--- src/rtl/prog_ram_if.sv ---
// Fetch and load bus for prog_ram: PC-side fetch port plus the sequential program-load port.
// The slave modport belongs to the memory; the master modport to the CPU/loader side.
interface prog_ram_if #(
   parameter int unsigned DATA_W = 16,
   parameter int unsigned ADDR_W = 16,
   parameter int unsigned DEPTH  = 32
) ();
   localparam int unsigned CW = $clog2(DEPTH + 1);

   logic [ADDR_W-1:0] addr;
   logic              rd_en;
   logic [DATA_W-1:0] rd_data;
   logic              rd_valid;
   logic              rd_oob;
   logic              load_start;
   logic              load_valid;
   logic              load_last;
   logic [DATA_W-1:0] load_data;
   logic              load_ready;
   logic              load_done;
   logic [CW-1:0]     load_count;

   modport slave (
      input  addr, rd_en, load_start, load_valid, load_last, load_data,
      output rd_data, rd_valid, rd_oob, load_ready, load_done, load_count
   );

   modport master (
      output addr, rd_en, load_start, load_valid, load_last, load_data,
      input  rd_data, rd_valid, rd_oob, load_ready, load_done, load_count
   );
endinterface

--- src/rtl/prog_ram.sv ---
// Loadable program memory: registered fetch port with out-of-range flagging, and an
// IDLE/LOAD state machine that writes a program sequentially from the load port.
module prog_ram #(
   parameter int unsigned        DATA_W    = 16,
   parameter int unsigned        ADDR_W    = 16,
   parameter int unsigned        DEPTH     = 32,
   parameter logic [DATA_W-1:0]  FILL_WORD = '0
) (
   input  logic           clk,
   input  logic           rst_n,
   prog_ram_if.slave      bus
);
   localparam int unsigned AW = (DEPTH > 1) ? $clog2(DEPTH) : 1;
   localparam int unsigned CW = $clog2(DEPTH + 1);

   typedef enum logic {StIdle, StLoad} state_e;

   state_e            state_q, state_d;
   logic [AW-1:0]     wp_q, wp_d;
   logic [CW-1:0]     count_q, count_d;
   logic              done_q, done_d;
   logic [DATA_W-1:0] rd_data_q, rd_data_d;
   logic              rd_valid_q, rd_valid_d;
   logic              rd_oob_q, rd_oob_d;

   // Words are stored XOR FILL_WORD so an all-zero power-up array reads back as FILL_WORD.
   logic [DATA_W-1:0] mem_q [DEPTH];
   logic              mem_we;
   logic              in_range;
   logic [DATA_W-1:0] rd_word;

   assign in_range = ({1'b0, bus.addr} < (ADDR_W + 1)'(DEPTH));
   assign rd_word  = mem_q[bus.addr[AW-1:0]] ^ FILL_WORD;

   always_comb begin
      state_d    = state_q;
      wp_d       = wp_q;
      count_d    = count_q;
      done_d     = 1'b0;
      rd_data_d  = rd_data_q;
      rd_valid_d = 1'b0;
      rd_oob_d   = rd_oob_q;
      mem_we     = 1'b0;

      unique case (state_q)
         StIdle: begin
            if (bus.rd_en) begin
               rd_valid_d = 1'b1;
               rd_data_d  = in_range ? rd_word : FILL_WORD;
               rd_oob_d   = ~in_range;
            end
            if (bus.load_start) begin
               state_d = StLoad;
               wp_d    = '0;
               count_d = '0;
            end
         end
         StLoad: begin
            if (bus.load_valid) begin
               mem_we  = 1'b1;
               wp_d    = wp_q + AW'(1);
               count_d = count_q + CW'(1);
               // Leave on the last word or when the final location is written; never wrap.
               if (bus.load_last || (wp_q == AW'(DEPTH - 1))) begin
                  state_d = StIdle;
                  done_d  = 1'b1;
               end
            end
         end
         default: state_d = StIdle;
      endcase
   end

   always_ff @(posedge clk or negedge rst_n) begin
      if (!rst_n) begin
         state_q    <= StIdle;
         wp_q       <= '0;
         count_q    <= '0;
         done_q     <= 1'b0;
         rd_data_q  <= '0;
         rd_valid_q <= 1'b0;
         rd_oob_q   <= 1'b0;
      end else begin
         state_q    <= state_d;
         wp_q       <= wp_d;
         count_q    <= count_d;
         done_q     <= done_d;
         rd_data_q  <= rd_data_d;
         rd_valid_q <= rd_valid_d;
         rd_oob_q   <= rd_oob_d;
      end
   end

   // Contents deliberately survive reset.
   always_ff @(posedge clk) begin
      if (mem_we) begin
         mem_q[wp_q] <= bus.load_data ^ FILL_WORD;
      end
   end

   assign bus.rd_data    = rd_data_q;
   assign bus.rd_valid   = rd_valid_q;
   assign bus.rd_oob     = rd_oob_q;
   assign bus.load_ready = (state_q == StLoad);
   assign bus.load_done  = done_q;
   assign bus.load_count = count_q;
endmodule

--- src/flat_wrapper.sv ---
// flat-port wrapper written by rule: the top's interface ports become plain ports
module prog_ram_flat 
#(
   parameter int unsigned        DATA_W    = 16,
   parameter int unsigned        ADDR_W    = 16,
   parameter int unsigned        DEPTH     = 32,
   parameter logic [DATA_W-1:0]  FILL_WORD = '0
)
  (clk, rst_n, bus_addr, bus_rd_en, bus_load_start, bus_load_valid, bus_load_last, bus_load_data, bus_rd_data, bus_rd_valid, bus_rd_oob, bus_load_ready, bus_load_done, bus_load_count);
  prog_ram_if #(.DATA_W(DATA_W), .ADDR_W(ADDR_W), .DEPTH(DEPTH)) bus_i ();
  input  logic clk;
  input  logic rst_n;
  input wire logic [$bits(bus_i.addr)-1:0] bus_addr;
  input wire logic [$bits(bus_i.rd_en)-1:0] bus_rd_en;
  input wire logic [$bits(bus_i.load_start)-1:0] bus_load_start;
  input wire logic [$bits(bus_i.load_valid)-1:0] bus_load_valid;
  input wire logic [$bits(bus_i.load_last)-1:0] bus_load_last;
  input wire logic [$bits(bus_i.load_data)-1:0] bus_load_data;
  output wire logic [$bits(bus_i.rd_data)-1:0] bus_rd_data;
  output wire logic [$bits(bus_i.rd_valid)-1:0] bus_rd_valid;
  output wire logic [$bits(bus_i.rd_oob)-1:0] bus_rd_oob;
  output wire logic [$bits(bus_i.load_ready)-1:0] bus_load_ready;
  output wire logic [$bits(bus_i.load_done)-1:0] bus_load_done;
  output wire logic [$bits(bus_i.load_count)-1:0] bus_load_count;
  assign bus_i.addr = bus_addr;
  assign bus_i.rd_en = bus_rd_en;
  assign bus_i.load_start = bus_load_start;
  assign bus_i.load_valid = bus_load_valid;
  assign bus_i.load_last = bus_load_last;
  assign bus_i.load_data = bus_load_data;
  assign bus_rd_data = bus_i.rd_data;
  assign bus_rd_valid = bus_i.rd_valid;
  assign bus_rd_oob = bus_i.rd_oob;
  assign bus_load_ready = bus_i.load_ready;
  assign bus_load_done = bus_i.load_done;
  assign bus_load_count = bus_i.load_count;
  prog_ram #(.DATA_W(DATA_W), .ADDR_W(ADDR_W), .DEPTH(DEPTH), .FILL_WORD(FILL_WORD)) u_core (.clk(clk), .rst_n(rst_n), .bus(bus_i));
endmodule
--- config.mk ---
export PLATFORM = sky130hd
export DESIGN_NAME = prog_ram_flat
export DESIGN_NICKNAME = d
export VERILOG_FILES = /design/src/rtl/prog_ram_if.sv /design/src/rtl/prog_ram.sv /design/src/flat_wrapper.sv
export SDC_FILE = /design/constraint.sdc
export NUM_CORES = 1
export LEC_CHECK = 0
export BUFFER_PORTS_ARGS = -buffer_cell sky130_fd_sc_hd__buf_2
export CORE_AREA = 2 2 198 200
export CTS_BUF_LIST = sky130_fd_sc_hd__clkbuf_4
export CTS_CLUSTER_DIAMETER = 200
export DETAILED_ROUTE_END_ITERATION = 12
export DIE_AREA = 0 0 200 202
export PLACE_DENSITY = 0.7
export SLEW_MARGIN = 20
export SYNTH_ARGS = -nofsm -noshare
export SYNTH_HDL_FRONTEND = slang
export SYNTH_SLANG_ARGS = --single-unit
export TNS_END_PERCENT = 30
--- constraint.sdc ---
create_clock -name clk -period 3 [get_ports clk]
set_input_delay 0 -clock clk [delete_from_list [all_inputs] [get_ports clk]]
set_output_delay 0 -clock clk [all_outputs]
set_load 0.01 [all_outputs]
# Word level (Yosys, flattened, before mapping)

Memories as Yosys holds them, arrays and structs flattened.
Index checks and enable logic that the tools add are counted.

Register bits: 31
RAM bits: 512
Input port bits: 38
Output and inout bits: 26
Word-level logic and storage cells: 39
Memories kept: 1

Memories:

| memory       | words | bits a word | rd ports | clocked after memory_dff | write ports | line           | source |
|---|---|---|---|---|---|---|---|
| u_core.mem_q | 32    | 16          | 1        | 0                        | 1           | prog_ram.sv:27 | `logic [DATA_W-1:0] mem_q [DEPTH];` |

$add $sub $neg: 2
Order comparisons: 1
Equal/unequal tests: 3
Mux-type cells: 20
Bitwise operators: 2
Reductions and logical operators: 3

Operator list:

| kind                                                 | count |
|---|---|
| < comparator 16 x 6 -> 1 bit (second input constant) | 1 |
| two-way mux 16 bit                                   | 1 |
| two-way mux 1 bit                                    | 12 |
| two-way mux 6 bit                                    | 2 |
| one-hot mux 6 bit (2 select lines)                   | 1 |
| two-way mux 5 bit                                    | 2 |
| one-hot mux 5 bit (2 select lines)                   | 1 |
| adder 6 x 1 -> 6 bit (second input constant)         | 1 |
| adder 5 x 1 -> 5 bit (second input constant)         | 1 |
| equality test 5 bit (second input constant)          | 1 |
| inequality test 2 bit (second input constant)        | 2 |
| AND reduction 2 bit                                  | 2 |
| NOT 1 bit                                            | 2 |
| one-hot mux 1 bit (2 select lines)                   | 1 |
| logical OR 1 bit                                     | 1 |

# Longest topological paths before layout

Depth after elaboration: 5
Mapped depth: 9

# Worst setup path before layout

No wires, ideal clock.

Path type: register to register
Start: reg u_core.state_q, in the netlist u_core.bus.load_ready
End: mem u_core.mem_q[31][0] (enable)
Setup time: 0.388 ns
Arrival time: 1.866 ns
Required time: 2.612 ns
Setup slack: 0.745 ns
Cell stages (with the launch flop): 5
Buffers on the path: 1
Clock period less this slack: 2.255 ns
Path through: dfrtp_1 and2_1 clkbuf_1 nand2_1 nor2_1

Word-level cells in the longest chain between the ends: 3

RTL lines:

| what                                    | line           | source |
|---|---|---|
| start: declaration                      | prog_ram.sv:18 | `state_e state_q, state_d;` |
| start signal: assignment                | prog_ram.sv:76 | `state_q <= StIdle;` |
| start signal: assignment                | prog_ram.sv:84 | `state_q <= state_d;` |
| two-way mux 1 bit                       | prog_ram.sv:45 | `unique case (state_q)` |
| two-way mux 1 bit                       | prog_ram.sv:96 | `if (mem_we) begin` |
| two-way mux 1 bit (implied by the code) | prog_ram.sv:97 | `mem_q[wp_q] <= bus.load_data ^ FILL_WORD;` |
| end: declaration                        | prog_ram.sv:27 |  |

No other way between the ends.

# Worst setup path in the final report

Start: reg u_core.state_q, in the netlist u_core.bus.load_ready
End: reg u_core.rd_data_q[13], in the netlist u_core.bus.rd_data[13]

Word-level cells in the longest chain between the ends: 2

RTL lines:

| what                                 | line           | source |
|---|---|---|
| NOT 1 bit                            | n/a            |  |
| AND reduction 2 bit (no source line) | n/a            |  |
| end signal: assignment               | prog_ram.sv:88 | `rd_data_q <= rd_data_d;` |
| end: declaration                     | prog_ram.sv:22 | `logic [DATA_W-1:0] rd_data_q, rd_data_d;` |

No other way between the ends.
A chain may end at the register's enable or synchronous reset.

==> impl_metrics.csv <==
group,metric,value,unit
clock_tree,cts_buffers,131,
cells_and_area,layout.nets,1259,
sta,setup_viol,0,
cells_and_area,regArea,0.0162,sq mm
routing,post_drt_wl_per_cell,26.0,um
cells_and_area,multi_input_area,0.00443,sq mm
logic_synthesis,synth_top_area_share,0.738,
clock_tree,cts_tree,"done",
routing,drt-total-wl,47800,um
power,p_leak,8.18,nW
floorplanning,die_height,202,um
global_route,grt_use_met3,0.0734,
sta,period_share,0.853,
setup_path,reg2reg_to,"u_core.bus.rd_data[13]$_DFFE_PN0P_",
clock_tree,clk_path_buf_depth,3,
logic_synthesis,async_flop_share,0.0571,
logic_synthesis,syn_avg_cell_area,21.2,sq um
logic_synthesis,ys_top_cells_by_area,"edfxtp_1 (74%), mux4_2 (14%), dfrtp_1 (3.7%)",
sta,clock_skew,0.0430,ns
floorplanning,die_area,0.0404,sq mm
place,dp_hpwl,26800,um
logic_synthesis,seq_area_frac_synth,0.776,
place,gp_congestion,0.799,
sta,slew_viol_final,0,
floorplanning,die_w,200,um
global_route,grt_pass1_vias,11400,
clock_tree,clock_latency,0.80,ns
place,preCtsSetupSlack,0.744,ns
sta,whs,0.133,ns
global_route,busiest_layer,"met2",
sta,fin_crit,2.56,ns
cells_and_area,syn_to_final_growth,16.2,%
logic_synthesis,syn_area,0.0208,sq mm
sta,tightestPinTransition,1.01,ns
setup_path,rr_startpoint,"u_core.bus.load_ready$_DFF_PN0_",
clock_tree,cts.repair.resized,0,
routing,vias,11000,
logic_synthesis,synth_edf_count,512,
sta,timing.final.ws_setup,0.440,ns
global_route,gr-total-overflow,0,
logic_synthesis,ys_ff_latch,543,
worst_hold_path,worstHoldStart,"bus_addr[12]",
global_route,globalRouteMet1Util,0.343,
setup_path,ff2ff_path_depth,6,
place,portBuffers,63,
run_status,status,"complete, no violations",
setup_path,worst-path-max-fanout,18,
worst_hold_path,hp-class,"in -> reg",
routing,avgViaCountPerCell,5.99,
logic_synthesis,synth_top_cell_by_area,"edfxtp_1",
global_route,antenna_found_initial,1,
floorplanning,start_util,0.544,
floorplanning,rows,72,
worst_hold_path,hold_depth,5,
sta,setup-tns-final,0,ns
sta,max_freq,391,MHz
floorplanning,ios,64,
cells_and_area,drive_above_1_share,0.376,
clock_tree,clock-sinks,543,
routing,first_pass_iters,6,
global_route,grt_max_degree,38,
clock_tree,cts_max_level,4,
logic_synthesis,ys.flop_type,"edfxtp_1",
power,max-vdd-ir-drop,496,uV
logic_synthesis,netlist_instances,983,
global_route,use_met2,0.375,
sta,slew_headroom,0.323,
logic_synthesis,synth_nets,1027,
setup_path,start_kind,"flop",
global_route,grt_pass1_wl,70700,um
floorplanning,core-area,0.0383,sq mm
logic_synthesis,yosysUniqueCellTypes,38,
setup_path,endpoint_kind,"flop",
setup_path,criticalPathCategory,"reg -> reg",
setup_path,required,3.75,ns
logic_synthesis,synth_common_cells,"edfxtp_1 (512), mux4_2 (127), a22oi_1 (51)",
routing,drtIter0Drc,1305,
logic_synthesis,synth.most_common_cell,"edfxtp_1",
logic_synthesis,synth_warnings,0,
setup_path,cp.arrival,3.31,ns
global_route,grt_util_all_layers,0.248,
clock_tree,root_buffer,"clkbuf_4",
job,cap_violations,0,
sta,rsz0062_at_grt,"no",
cells_and_area,nFillCells,2629,
power,powerDensity,664,mW/mm^2
worst_hold_path,hold-path-endpoint,"u_core.bus.rd_data[11]$_DFFE_PN0P_",
clock_tree,clkTransAtPathRegs,0.07,ns
routing,ant_nets,0,
sta,hold_viol_final,0,
setup_path,ff2ff_setup_slack,0.44,ns
routing,drcViolationCount,0,
final cells by class:
type	count	area share
Antenna cell	1	0.000103
Clock buffer	205	0.0636
Clock inverter	29	0.0112
Inverter	4	0.000620
Multi-Input combinational cell	384	0.183
Sequential cell	543	0.667
Tap cell	518	0.0268
Timing Repair Buffer	151	0.0472
cells in the final DEF, fill, tap and decap left out, types with 3 or more instances in the layout:
cell           instances
buf_4                 52
nand4_1                3
buf_2                 60
clkbuf_4             205
mux2i_1                9
nor2_2                32
a21oi_1               26
buf_12                 6
dlygate4sd3_1         32
o21ai_0               19
bufinv_16              6
inv_1                  4
clkinv_1              20
nand3_1               10
nand3b_1               4
mux4_2               127
edfxtp_1             512
ha_1                   6
nor2b_1                7
nor2_1                18
a22oi_1               51
dfrtp_1               31
nand2_1               41
a22o_1                 5
sequential cells by signal, summed over array words and instances, names as in the netlist:
register,count
u_core.bus.load_count,6
u_core.bus.load_done,1
u_core.bus.load_ready,1
u_core.bus.rd_data,16
u_core.bus.rd_oob,1
u_core.bus.rd_valid,1
u_core.mem_q,512
u_core.wp_q,5
worst max-delay path, cell delays in order (launching register included):
cell and delay, ns:
dfrtp_1 0.44, nand2b_1 0.17, buf_4 0.22, nor2_1 0.16
nand3_1 0.58, o21ai_0 0.36, dlygate4sd3_1 0.57
repair_timing:
action,CTS,global route
setup buffers,0,0
endpoints found under the hold margin,574,0
hold buffers,33,0
setup endpoints to repair,0,0
through the flow:
step	cells	total power [mW]	instance area [sq um]	utilization
final	1835	16.1	24200	0.632
after global routing	1835	16.7	24200	0.632
after CTS	1834	16.2	24200	0.632
after detailed placement	1567	9.78	22000	0.576
after global placement	1567	9.76	22000	0.576
after floorplan	983	9.32	20800	-
routing by layer:
layer	part of all wire	up-vias
met1	0.40	5633
met5	0	-
met4	0.023	0
li1	-	4637
met3	0.10	83
met2	0.48	639
report_power, final:
| group | switching (mW) | total [mW] | internal, mW | leakage, nW |
|---|---|---|---|---|
| clock network | 2.79 | 6.41 | 3.62 | 1.07 |
| registers | 0.0911 | 8.58 | 8.49 | 5.02 |
| logic | 0.671 | 1.08 | 0.408 | 2.09 |
cells by family after synthesis:
family,after synthesis,synth area share
DFF,543,0.776
muxes,136,0.142
and+or+nand+nor,128,0.0275
AOI/OAI and AO/OA,112,0.0352
buffers and inverters,56,0.0156
adders and majority gates,6,0.00361
xor gates and xnor gates,2,0.000841
worst max path at each step:
stage | endpoint | slack, ns | start
global route | u_core.bus.rd_data[13]$_DFFE_PN0P_ | 0.28 | u_core.bus.load_ready$_DFF_PN0_
finish | u_core.bus.rd_data[13]$_DFFE_PN0P_ | 0.44 | u_core.bus.load_ready$_DFF_PN0_
detailed placement | u_core.bus.rd_data[3]$_DFFE_PN0P_ | 0.74 | bus_addr[2]
floorplan | u_core.mem_q[31][0]$_DFFE_PP_ | 0.75 | u_core.bus.load_ready$_DFF_PN0_
global placement | u_core.bus.rd_data[3]$_DFFE_PN0P_ | 0.74 | bus_addr[2]
CTS | u_core.bus.rd_oob$_DFFE_PN0P_ | 0.51 | u_core.bus.load_ready$_DFF_PN0_
Note: power is estimated with default switching activity, not from simulation.
